## config.mk

```make
export PLATFORM = sky130hd
export DESIGN_NAME = rv32i_fetch_block
export DESIGN_NICKNAME = d
export VERILOG_FILES = /design/src/rtl/rv32i_fetch_pkg.sv /design/src/rtl/rv32i_fetch_fifo.sv /design/src/rtl/rv32i_fetch_block.sv
export SDC_FILE = /design/constraint.sdc
export NUM_CORES = 1
export LEC_CHECK = 0
export ABC_AREA = 1
export CORE_AREA = 8 8 154 142
export CTS_CLUSTER_SIZE = 8
export DETAILED_ROUTE_END_ITERATION = 8
export DIE_AREA = 0 0 162 150
export DONT_BUFFER_PORTS = 1
export GPL_TIMING_DRIVEN = 0
export HOLD_SLACK_MARGIN = 0.02
export PLACE_DENSITY = 0.69
export SLEW_MARGIN = 5
export SYNTH_ARGS = -nofsm -noshare
export SYNTH_HDL_FRONTEND = slang
export SYNTH_SLANG_ARGS = --single-unit
```

## constraint.sdc

```tcl
create_clock -name clk -period 12.8 [get_ports clk]
set_input_delay 1.28 -clock clk [delete_from_list [all_inputs] [get_ports clk]]
set_output_delay 1.28 -clock clk [all_outputs]
set_load 0.01 [all_outputs]
```

## src/rtl/rv32i_fetch_pkg.sv

```systemverilog
// Shared types and constants for the RV32I instruction-fetch stage.
package rv32i_fetch_pkg;

  localparam logic [31:0] NOP_INST = 32'h0000_0013;
  localparam logic [31:0] PC_STEP  = 32'd4;

  typedef struct packed {
    logic [31:0] inst;
    logic [31:0] pc;
  } fetch_entry_t;

endpackage

```

## src/rtl/rv32i_fetch_fifo.sv

```systemverilog
// Instruction buffer between the memory response port and decode.
// Flush wins over push/pop.
module rv32i_fetch_fifo
  import rv32i_fetch_pkg::*;
#(
  parameter int DEPTH = 2
) (
  input  logic                     clk,
  input  logic                     rst_n,
  input  logic                     push,
  input  fetch_entry_t             push_data,
  input  logic                     pop,
  input  logic                     flush,
  output logic                     full,
  output logic                     empty,
  output logic [$clog2(DEPTH):0]   count,
  output fetch_entry_t             head
);

  localparam int AW = $clog2(DEPTH);
  localparam int CW = AW + 1;

  fetch_entry_t  r_mem [DEPTH];
  logic [AW-1:0] r_wr_ptr;
  logic [AW-1:0] r_rd_ptr;
  logic [CW-1:0] r_count;
  logic          w_push;
  logic          w_pop;

  assign empty  = (r_count == '0);
  assign full   = (r_count == CW'(DEPTH));
  assign count  = r_count;
  assign head   = r_mem[r_rd_ptr];
  assign w_pop  = pop && !empty;
  assign w_push = push && (!full || w_pop);

  always_ff @(posedge clk) begin
    if (!rst_n || flush) begin
      r_wr_ptr <= '0;
      r_rd_ptr <= '0;
      r_count  <= '0;
    end else begin
      if (w_push) r_wr_ptr <= r_wr_ptr + 1'b1;
      if (w_pop)  r_rd_ptr <= r_rd_ptr + 1'b1;
      case ({w_push, w_pop})
        2'b10:   r_count <= r_count + 1'b1;
        2'b01:   r_count <= r_count - 1'b1;
        default: r_count <= r_count;
      endcase
    end
  end

  always_ff @(posedge clk) begin
    if (w_push) r_mem[r_wr_ptr] <= push_data;
  end

endmodule

```

## src/rtl/rv32i_fetch_block.sv

```systemverilog
// RV32I fetch stage: PC, imem request/response tracking, redirect drop logic.
// Optional misaligned-redirect trap: define RV32I_FETCH_MISALIGN_TRAP_EN.
module rv32i_fetch_block
  import rv32i_fetch_pkg::*;
#(
  parameter int          INSTRUCTION_WIDTH = 32,
  parameter logic [31:0] RESET_PC          = 32'h0000_0000,
  parameter int          FIFO_DEPTH        = 2
) (
  input  logic                         clk,
  input  logic                         rst_n,
  output logic                         imem_req_valid,
  input  logic                         imem_req_ready,
  output logic [INSTRUCTION_WIDTH-1:0] imem_req_addr,
  input  logic                         imem_rsp_valid,
  input  logic [INSTRUCTION_WIDTH-1:0] imem_rsp_data,
  input  logic                         redirect_valid,
  input  logic [INSTRUCTION_WIDTH-1:0] redirect_pc,
  input  logic                         stall,
  output logic [INSTRUCTION_WIDTH-1:0] inst_o,
  output logic [INSTRUCTION_WIDTH-1:0] inst_pc_o,
  output logic                         inst_valid_o,
  output logic                         fetch_misaligned_o
);

  localparam int CW = $clog2(FIFO_DEPTH) + 1;

`ifdef RV32I_FETCH_MISALIGN_TRAP_EN
  localparam bit TRAP_EN = 1'b1;
`else
  localparam bit TRAP_EN = 1'b0;
`endif

  logic [31:0]   r_pc;
  logic [31:0]   r_rsp_pc;
  logic [31:0]   r_pc_hold;
  logic [31:0]   r_mis_pc;
  logic          r_misaligned;
  logic [CW-1:0] r_outstanding;
  logic [CW-1:0] r_drop;

  logic [31:0]   w_redirect_pc;
  logic          w_redirect_misaligned;
  logic [CW-1:0] w_fifo_count;
  logic          w_fifo_full;
  logic          w_fifo_empty;
  fetch_entry_t  w_head;
  fetch_entry_t  w_push_entry;
  logic [CW:0]   w_inflight;
  logic          w_req_valid;
  logic          w_req_fire;
  logic          w_drop_rsp;
  logic          w_push;
  logic          w_pop;
  logic [31:0]   w_inst_pc;

  assign w_redirect_misaligned = TRAP_EN && (redirect_pc[1:0] != 2'b00);
  assign w_redirect_pc         = TRAP_EN ? redirect_pc : {redirect_pc[31:2], 2'b00};

  // Credits: buffered words plus words still in flight never exceed FIFO_DEPTH.
  assign w_inflight  = {1'b0, w_fifo_count} + {1'b0, r_outstanding};
  assign w_req_valid = rst_n && !redirect_valid && !r_misaligned && !w_fifo_full
                       && (w_inflight < (CW+1)'(FIFO_DEPTH));
  assign w_req_fire  = w_req_valid && imem_req_ready;

  assign w_drop_rsp   = imem_rsp_valid && ((r_drop != '0) || redirect_valid);
  assign w_push       = imem_rsp_valid && !w_drop_rsp;
  assign w_pop        = !w_fifo_empty && !stall;
  assign w_push_entry = '{inst: imem_rsp_data, pc: r_rsp_pc};

  rv32i_fetch_fifo #(
    .DEPTH (FIFO_DEPTH)
  ) u_fifo (
    .clk       (clk),
    .rst_n     (rst_n),
    .push      (w_push),
    .push_data (w_push_entry),
    .pop       (w_pop),
    .flush     (redirect_valid),
    .full      (w_fifo_full),
    .empty     (w_fifo_empty),
    .count     (w_fifo_count),
    .head      (w_head)
  );

  always_ff @(posedge clk) begin
    if (!rst_n) begin
      r_pc          <= RESET_PC;
      r_rsp_pc      <= RESET_PC;
      r_pc_hold     <= '0;
      r_mis_pc      <= '0;
      r_misaligned  <= 1'b0;
      r_outstanding <= '0;
      r_drop        <= '0;
    end else begin
      r_pc_hold     <= w_inst_pc;
      r_outstanding <= r_outstanding + CW'(w_req_fire) - CW'(imem_rsp_valid);
      if (redirect_valid) begin
        // Everything still in flight after this cycle belongs to the old path.
        r_pc         <= w_redirect_pc;
        r_rsp_pc     <= w_redirect_pc;
        r_drop       <= r_outstanding - CW'(imem_rsp_valid);
        r_misaligned <= w_redirect_misaligned;
        if (w_redirect_misaligned) r_mis_pc <= w_redirect_pc;
      end else begin
        if (w_req_fire) r_pc     <= r_pc + PC_STEP;
        if (w_push)     r_rsp_pc <= r_rsp_pc + PC_STEP;
        if (w_drop_rsp) r_drop   <= r_drop - 1'b1;
      end
    end
  end

  assign w_inst_pc = r_misaligned ? r_mis_pc : (w_fifo_empty ? r_pc_hold : w_head.pc);

  assign imem_req_valid     = w_req_valid;
  assign imem_req_addr      = r_pc;
  assign inst_valid_o       = !w_fifo_empty;
  assign inst_o             = w_fifo_empty ? NOP_INST : w_head.inst;
  assign inst_pc_o          = w_inst_pc;
  assign fetch_misaligned_o = r_misaligned;

  a_no_stray_rsp : assert property (@(posedge clk) disable iff (!rst_n)
                                    imem_rsp_valid |-> (r_outstanding != '0));

endmodule

```

==> results of run 1 <==
[metal layers]
| layer | up-vias | wire, um | share of wire (%) | global-route usage [%] |
|---|---|---|---|---|
| met1 | 3904 | 11800 | 41 | 30.0 |
| li1 | 4154 | - | - | - |
| met5 | - | 0 | 0 | 0 |
| met2 | 336 | 13200 | 46 | 37.3 |
| met4 | 0 | 591 | 2.1 | 7.77 |
| met3 | 52 | 2910 | 10 | 7.12 |
[state kept, by name, summed over array words and instances (netlist names), named ones only]
name / cells
u_fifo.r_mem: 124
r_pc_hold: 32
imem_req_addr: 30
r_rsp_pc: 30
r_drop: 2
r_outstanding: 2
u_fifo.count: 2
u_fifo.r_rd_ptr: 1
u_fifo.r_wr_ptr: 1
[cell type report]
type / instances / share of cell area (%)
clock inverters: 4 / 0.553
diodes: 2 / 0.0426
clock buffers: 55 / 7.91
inverters: 114 / 3.64
well taps: 255 / 2.71
plain buffers: 52 / 2.21
repair buffers: 4 / 0.681
flip-flops and latches: 225 / 48.9
multi-input cells: 846 / 33.4
[placed cells by master, fill, tap and decap left out, drive strengths merged]
| cell | instances |
|---|---|
| a21oi | 145 |
| a31oi | 8 |
| a32oi | 1 |
| and2 | 31 |
| buf | 34 |
| clkbuf | 77 |
| clkinv | 3 |
| conb | 3 |
| dfxtp | 101 |
| diode | 2 |
| edfxtp | 124 |
| fa | 1 |
| ha | 7 |
| inv | 115 |
| nand2 | 353 |
| nand3 | 71 |
| nand3b | 4 |
| nand4 | 9 |
| nor2 | 136 |
| nor3 | 3 |
| o211ai | 4 |
| o21ai | 51 |
| o21bai | 3 |
| o22ai | 3 |
| o31ai | 1 |
| or2 | 2 |
| xnor2 | 3 |
| xor2 | 7 |
[worst max-delay path by stage]
stage,to,slack [ns],depth (start not counted)
3_5_place_dp,imem_req_valid,9.45,5
5_1_grt,inst_o[20],9.01,6
3_3_place_gp,u_fifo.r_mem[0][23]$_DFFE_PP_,6.28,4
6_report,inst_o[20],9.24,6
4_1_cts,inst_o[20],9.18,6
2_1_floorplan,u_fifo.r_mem[0][10]$_DFFE_PP_,7.92,4
[worst max-delay path: cells and delay by family, from the launching register on]
kind                   cells  cell delay, ns
flip-flops                 1            0.29
AO/OA/AOI/OAI              1            0.30
AND/OR/NAND/NOR            1            0.10
buffers and inverters      4            1.08
[power groups by stage]
stage                     combinational (W)  sequential (W)  clock, W
after floorplan                    0.000103        0.000839         0
after global placement             0.000136        0.000850         0
after detailed placement           0.000142        0.000849         0
after CTS                          0.000144        0.000835  0.000834
after global routing               0.000162        0.000840  0.000868
final                              0.000144        0.000836  0.000823
[cells by family after synthesis]
kind of cell,Yosys count,share of synthesized area [%]
xor+xnor,10,0.848
buf+inv,166,6.66
flops,225,55.6
other cells,1,0.0363
compound gates,216,10.9
simple gates,609,24.9
fa+ha+maj,8,1.04
[metrics by stage]
| stage | hold slack [ns] | instances | setup WS (ns) | instance area [um^2] | util, % |
|---|---|---|---|---|---|
| after floorplan | 0.425 | 1237 | 7.92 | 10300 | - |
| after global placement | 0.435 | 1492 | 6.28 | 10700 | 55.0 |
| after detailed placement | 0.439 | 1496 | 9.45 | 10800 | 55.5 |
| after CTS | 0.447 | 1555 | 9.18 | 11800 | 60.7 |
| after global routing | 0.473 | 1557 | 9.01 | 11800 | 60.7 |
| final | 0.450 | 1557 | 9.24 | 11800 | 60.7 |
==> impl_metrics.toml, run 1 <==
[outcome]
status = "completed"

[cts]
root_buffer = "clkbuf_16"
post_cts_resized = 0
post-cts-setup-buffer-count = 0
clock_latency_ns = 0.52
cts_hold_buf = 0
clock_sinks = 225
cts_buffer_depth = 3
cts_tree = "built"
cts_htree_levels = 2
clkTransAtPathRegs_ns = 0.05
cts_buffers = 34

[die]
die_h_um = 150
start_util_pct = 53.3
die_area_um2 = 24300
rows = 49
core_area_um2 = 19400
die_width_um = 162
ios = 169

[hold_path]
hold_end = "r_pc_hold[1]$_SDFF_PN0_"
min_from = "r_pc_hold[1]$_SDFF_PN0_"
holdPathStages = 2
hold_class = "reg -> reg"

[timing]
post-route-period-util_pct = 27.8
tns_ns = 0
final-hold-violation-count = 0
finalSetupViolCount = 0
rsz0062_at_grt = "no"
fin_skew_ns = 0.0226
max_slew_margin_pct = 52.8
clock.fmax_mhz = 281
slew_viol_final = 0
fin_crit_ns = 3.56
worstMarginPinSlew_ns = 0.708

[synth]
yosys_register_bits = 225
synth_cell_types = 39
syn_inst = 1235
ys_seq_area_share_pct = 55.6
ys_warn_count = 0
yosys-top-cells-count = "nand2_1, a21oi_1, nor2_1"
synth_edf_count = 124
yosysMostFrequentCell = "nand2_1"
synth_top_area_share_pct = 36.0
netlist_area_um2 = 10300
synth_area_leader_cell = "edfxtp_1"
synthArstFlopShare_pct = 0
avgSynthCellArea_um2 = 8.37
yosys-top-cells-area = "edfxtp_1, dfxtp_1, nand2_1"
synth_ff_type = "edfxtp_1"

[place]
dp_hpwl_um = 20500
gp_congestion = 0.956
portBuffers = 0

[worst_setup_path]
crit_chain = "buf_2 > clkinv_1 > buf_2 > buf_1 > nand2_1 > a21oi_1"
r2r_slack_ns = 10.25
crit_arrival_ns = 2.28
crit_top_cell = "buf_2"
r2r_cells = 11
crit_path_end_kind = "output pin"
cp_max_fo = 10
r2r-start = "u_fifo.count[0]$_SDFFE_PP0P_"
critPathMaxStageDelay_ns = 0.42
cp_slowest_cell = "buf_1"
critPathRequiredTime_ns = 11.52
r2r_end = "r_outstanding[1]$_SDFF_PN0_"
path_class = "reg -> out"
startpoint_type = "register"

[route]
drt_wl_total_um = 28400
vias = 8446
detail-route-antenna-nets = 0
dr.pass1.iters = 6
drt-wirelength-per-cell_um = 18.2
dr.first_iter.drc_count = 609
viasPerCell = 5.42
drc = 0

[run]
drv_cap = 0

[global_route]
grt_usage_pct = 23.4
grt_pass1_vias = 8181
grt_pass1_wl_um = 44600
antenna_found_initial = 2
grt_overflow = 0
grt_max_degree = 31

[power]
pwr-share-seq_pct = 46.4
powerDensity_nw_per_um2 = 153
comb_power_share_pct = 8.0
intPower_w = 0.00135
p_sw_w = 0.000456
power_w = 0.00180
power_switching_share_pct = 25.3
clkPwrFrac_pct = 45.7
leakage_nw = 4.59
ir_worst_vdd_mv = 0.0828

[cells_and_area]
regArea_um2 = 5750
area_growth_pct = 13.8
multi_input_area_um2 = 3920
nets = 1355
drive_above_1_share_pct = 7.08
n_fill_cell = 1728
Note: power is estimated with default switching activity, not from simulation.
==> inputs of run 2 (changes only) <==
PLACE_DENSITY = 0.72   (was 0.69)
clock period = 2.85 ns   (was 12.8 ns; I/O delays follow)
==> run 2 against run 1 <==
Register-to-register slack worse by 10 ns. Design area increased by 3.9%. Highest routed layer is now met5. Sequential power grew to 4.5 times the previous value.
==> impl_metrics.toml, run 2 (synthesis results as in run 1) <==
[cells_and_area]
top_register = "u_fifo.r_mem"
n_fill_cell = 1649
final_common_cell = "nand2_1"
drive_above_1_share_pct = 6.84
antenna_cells = 0
largest_registers = "u_fifo.r_mem (124), r_pc_hold (32)"
finalInstanceArea_um2 = 12200
multi_input_area_um2 = 3920
largest_reg_flops = 124
nets = 1402
area_growth_pct = 18.2
utilization_pct = 63.1
layout_common_cells = "nand2_1, a21oi_1, nor2_1, edfxtp_1, inv_1"
regArea_um2 = 5750

[place]
gp_congestion = 0.927
place_area_um2 = 10800
pre_cts_slack_ns = 0.253
dp_hpwl_um = 20200
portBuffers = 0

[timing]
holdWs_ns = 0.0369
post-route-period-util_pct = 91.6
max_slew_margin_pct = 58.6
final-hold-violation-count = 0
worstMarginPinSlew_ns = 0.622
fin_crit_ns = 2.61
clock.fmax_mhz = 383
setup_ws_ns = 0.239
rsz0062_at_grt = "no"
finalSetupViolCount = 0
fin_skew_ns = 0.0171
slew_viol_final = 0

[route]
drc = 0
drt-wirelength-per-cell_um = 17.9
detail-route-antenna-nets = 0
viasPerCell = 5.48
drt_wl_total_um = 28700
vias = 8779
dr.pass1.iters = 5
dr.first_iter.drc_count = 706

[worst_setup_path]
critPathRequiredTime_ns = 3.28
critPathTopFamily = "adder cells"
crit_start = "u_fifo.count[0]$_SDFFE_PP0P_"
cp_slowest_cell = "dfxtp_1"
crit_path_end_kind = "register"
cp_max_fo = 7
crit_chain = "nand2_1 > inv_1 > fa_1 > nor2_1 > nand4_4 > ha_1 > inv_1 > ha_1 > xor2_1 > o21ai_0 > a21oi_1"
path_class = "reg -> reg"
crit_arrival_ns = 3.04
startpoint_type = "register"
critPathBufInv = 2
r2r-start = "u_fifo.count[0]$_SDFFE_PP0P_"
critPathMaxStageDelay_ns = 0.48

[outcome]
status = "completed"

[global_route]
grt_pass1_wl_um = 45100
grt_max_degree = 31
antenna_found_initial = 1
grt_pass1_vias = 8335
grt_overflow = 0
grt_usage_pct = 23.4

[cts]
root_buffer = "clkbuf_16"
clkTransAtPathRegs_ns = 0.04
cts_buffers = 34
clock_sinks = 225
clock_latency_ns = 0.50
cts_tree = "built"
cts_buffer_depth = 3
post-cts-setup-buffer-count = 0
cts_htree_levels = 2

[power]
ir_worst_vdd_mv = 0.383
powerDensity_nw_per_um2 = 667
leakage_nw = 4.79

[die]
ios = 169
die_width_um = 162
die_area_um2 = 24300
die_h_um = 150
start_util_pct = 53.3
core_area_um2 = 19400
rows = 49

[hold_path]
min_from = "imem_rsp_valid"
hold_class = "in -> reg"

[run]
drv_cap = 0
-- run 2: cell types whose count changed in the layout (fill, tap and decap cells not counted), sizes merged --
cell,delta
dlygate4sd3,+47
diode,-2
clkinv,-1
-- run 2: path summary, 6_finish.rpt --
kind | to | slack (ns) | depth (start not counted)
max | r_outstanding[1]$_SDFF_PN0_ | 0.24 | 11
min reg2reg | r_pc_hold[1]$_SDFF_PN0_ | 0.44 | 2
max reg2reg | r_outstanding[1]$_SDFF_PN0_ | 0.24 | 11
min | r_outstanding[1]$_SDFF_PN0_ | 0.04 | 2
-- run 2: layout make-up --
class | instances | area share (%)
well taps | 255 | 2.61
clock buffers | 55 | 7.78
flip-flops and latches | 225 | 47.0
clock inverters | 3 | 0.307
repair buffers | 51 | 4.51
inverters | 114 | 3.50
plain buffers | 52 | 2.13
multi-input cells | 846 | 32.1
-- run 2: repair_timing --
item / in CTS / in global routing
hold buffers: 47 / 0
endpoints found under the hold margin: 82 / 0
gates resized for setup: 0 / 0
-- run 2: power breakdown --
| part | internal, W | leakage [nW] | total (W) | switching (W) |
|---|---|---|---|---|
| logic | 0.000241 | 2.35 | 0.000707 | 0.000466 |
| clock network | 0.00228 | 0.473 | 0.00368 | 0.00140 |
| registers | 0.00360 | 1.96 | 0.00375 | 0.000153 |
-- run 2: per-layer routing --
layer / part of all wire, % / up-vias / wire length, um / global-route usage (%)
met5: 0.035 / - / 10 / 0
met4: 1.6 / 2 / 472 / 6.24
li1: - / 4235 / - / -
met2: 47 / 392 / 13400 / 38.2
met3: 11 / 40 / 3180 / 7.04
met1: 41 / 4110 / 11600 / 29.9
-- run 2: through the flow --
step / total power [W] / TNS, ns / instances
2_1_floorplan: 0.00423 / -21.07 / 1237
3_3_place_gp: 0.00442 / -155.45 / 1492
3_5_place_dp: 0.00445 / 0 / 1496
4_1_cts: 0.00819 / 0 / 1601
5_1_grt: 0.00844 / 0 / 1601
6_report: 0.00814 / 0 / 1601
==> inputs of run 3 (changes only) <==
CELL_PAD_IN_SITES_DETAIL_PLACEMENT = 0   (was not set)
CELL_PAD_IN_SITES_GLOBAL_PLACEMENT = 1   (was not set)
CORE_AREA = 8 8 173 159   (was 8 8 154 142)
DIE_AREA = 0 0 181 167   (was 0 0 162 150)
PLACE_DENSITY = not set   (was 0.72)
PLACE_DENSITY_LB_ADDON = 0.1   (was not set)
REMOVE_ABC_BUFFERS = 1   (was not set)
==> run 3 against run 2 <==
Total power down 0.50%. Sequential cell count unchanged. Critical path type is now reg -> out. Final cell count up 1.1%. Global-route usage down 4.5 points. Sequential power about the same. Design area down 0.14%. First-iteration DRC count down 30%. Die area up 24%.
==> impl_metrics.toml, run 3 (synthesis results as in run 1) <==
[die]
ios = 169
rows = 55
die_h_um = 167
die_area_um2 = 30200
die_width_um = 181
core_area_um2 = 24600
start_util_pct = 42.0

[power]
ir_worst_vdd_mv = 0.378
leakage_nw = 4.71
power_w = 0.00810
powerDensity_nw_per_um2 = 664

[cells_and_area]
regArea_um2 = 5750
nets = 1361
final_cells = 1618
largest_reg_flops = 124
largest_registers = "u_fifo.r_mem (124), r_pc_hold (32)"
layout_common_cells = "nand2_1, a21oi_1, edfxtp_1, nor2_1, inv_1"
final_common_cell = "nand2_1"
antenna_cells = 0
drive_above_1_share_pct = 5.98
multi_input_area_um2 = 3930
area_growth_pct = 18.0
finalInstanceArea_um2 = 12200
top_register = "u_fifo.r_mem"
n_fill_cell = 2377

[timing]
rsz0062_at_grt = "no"
fin_skew_ns = 0.0179
worstMarginPinSlew_ns = 1.27
fin_crit_ns = 2.70
setup_ws_ns = 0.153
finalSetupViolCount = 0
holdWs_ns = 0.0432
max_slew_margin_pct = 15.1
final-hold-violation-count = 0
post-route-period-util_pct = 94.6
clock.fmax_mhz = 371
slew_viol_final = 0

[route]
detail-route-antenna-nets = 0
dr.pass1.iters = 7
drt-wirelength-per-cell_um = 18.0
vias = 8163
viasPerCell = 5.05
dr.first_iter.drc_count = 494
drc = 0
drt_wl_total_um = 29000

[worst_setup_path]
cp_max_fo = 33
crit_chain = "buf_12 > clkinv_2 > buf_12 > nand2_1 > a21oi_1"
critPathTopFamily = "buffers and inverters"
cp_slowest_cell = "dfxtp_4"
crit_top_cell = "buf_12"
critPathRequiredTime_ns = 2.57
path_class = "reg -> out"
critPathBufInv = 3
critPathMaxStageDelay_ns = 0.60
crit_path_end_kind = "output pin"
crit_arrival_ns = 2.41
startpoint_type = "register"

[place]
portBuffers = 0
gp_congestion = 0.825
dp_hpwl_um = 19100
place_area_um2 = 10600
placed_cells = 1505
pre_cts_slack_ns = 0.0717

[global_route]
grt_usage_pct = 18.9
grt_pass1_wl_um = 45700
met3_usage_pct = 5.33
top_usage_layer = "met2"
grt_max_degree = 62
antenna_found_initial = 0
met2_usage_pct = 29.7
grt_pass1_vias = 7920
grt.met1_usage_pct = 25.3
grt_overflow = 0

[run]
drv_cap = 0

[cts]
root_buffer = "clkbuf_16"
post-cts-setup-buffer-count = 0
cts_tree = "built"
cts_buffers = 34
cts_htree_levels = 2
clkTransAtPathRegs_ns = 0.05
clock_sinks = 225
cts_buffer_depth = 3
clock_latency_ns = 0.50

[hold_path]
hold_class = "in -> reg"

[outcome]
status = "completed"
run 3: through the flow:
step	setup TNS, ns	util, %
floorplan	-203.09	-
global placement	-666.42	42.5
detailed placement	0	43.2
CTS	0	49.5
global route	0	49.5
finish	0	49.5
run 3: timing repair:
item                       4_1_cts  5_1_grt
gates cloned                     1        0
setup endpoints to repair       36       20
pin swaps                        1        0
hold buffers                    54        0
hold endpoints to repair       135        0
resized for setup                2        3
run 3: final timing paths:
kind	start	end	slack [ns]	cells past startpoint
worst max-delay path	register	inst_pc_o[10]	0.15	5
worst min-delay path	redirect_pc[24]	r_rsp_pc[24]$_SDFFE_PN0P_	0.04	2
worst max register to register	u_fifo.count[0]$_SDFFE_PP0P_	r_outstanding[1]$_SDFF_PN0_	0.29	11
worst min register to register	r_pc_hold[1]$_SDFF_PN0_	r_pc_hold[1]$_SDFF_PN0_	0.44	2
run 3: worst register-to-register path: stages (launching register included):
cell and delay, ns:
dfxtp_2 0.48, nand2_1 0.08, inv_1 0.07, fa_1 0.41, nor2_2 0.22, nand4_4 0.24
ha_1 0.37, inv_1 0.04, ha_1 0.17, xor2_1 0.15, o21ai_0 0.16, a21oi_1 0.06
run 3: layout make-up:
| cell class | count | share of cell area, % |
|---|---|---|
| sequential | 225 | 47.2 |
| multi-input combinational | 847 | 32.2 |
| clock buffer | 55 | 7.80 |
| timing repair buffer | 61 | 5.72 |
| inverter | 114 | 3.54 |
| tap | 313 | 3.21 |
| clock inverter | 3 | 0.338 |
run 3: per-layer routing:
metal  vias up  share of wire, %
met5         -                 0
met4         0               1.8
met3        35               7.0
met2       225                44
met1      3755                47
li1       4148                 -
run 3: power by group:
part	switching, W	total, W	leakage (nW)	internal (W)
Combinational	0.000439	0.000671	2.27	0.000232
Sequential	0.000151	0.00375	1.96	0.00360
Clock	0.00140	0.00368	0.473	0.00228
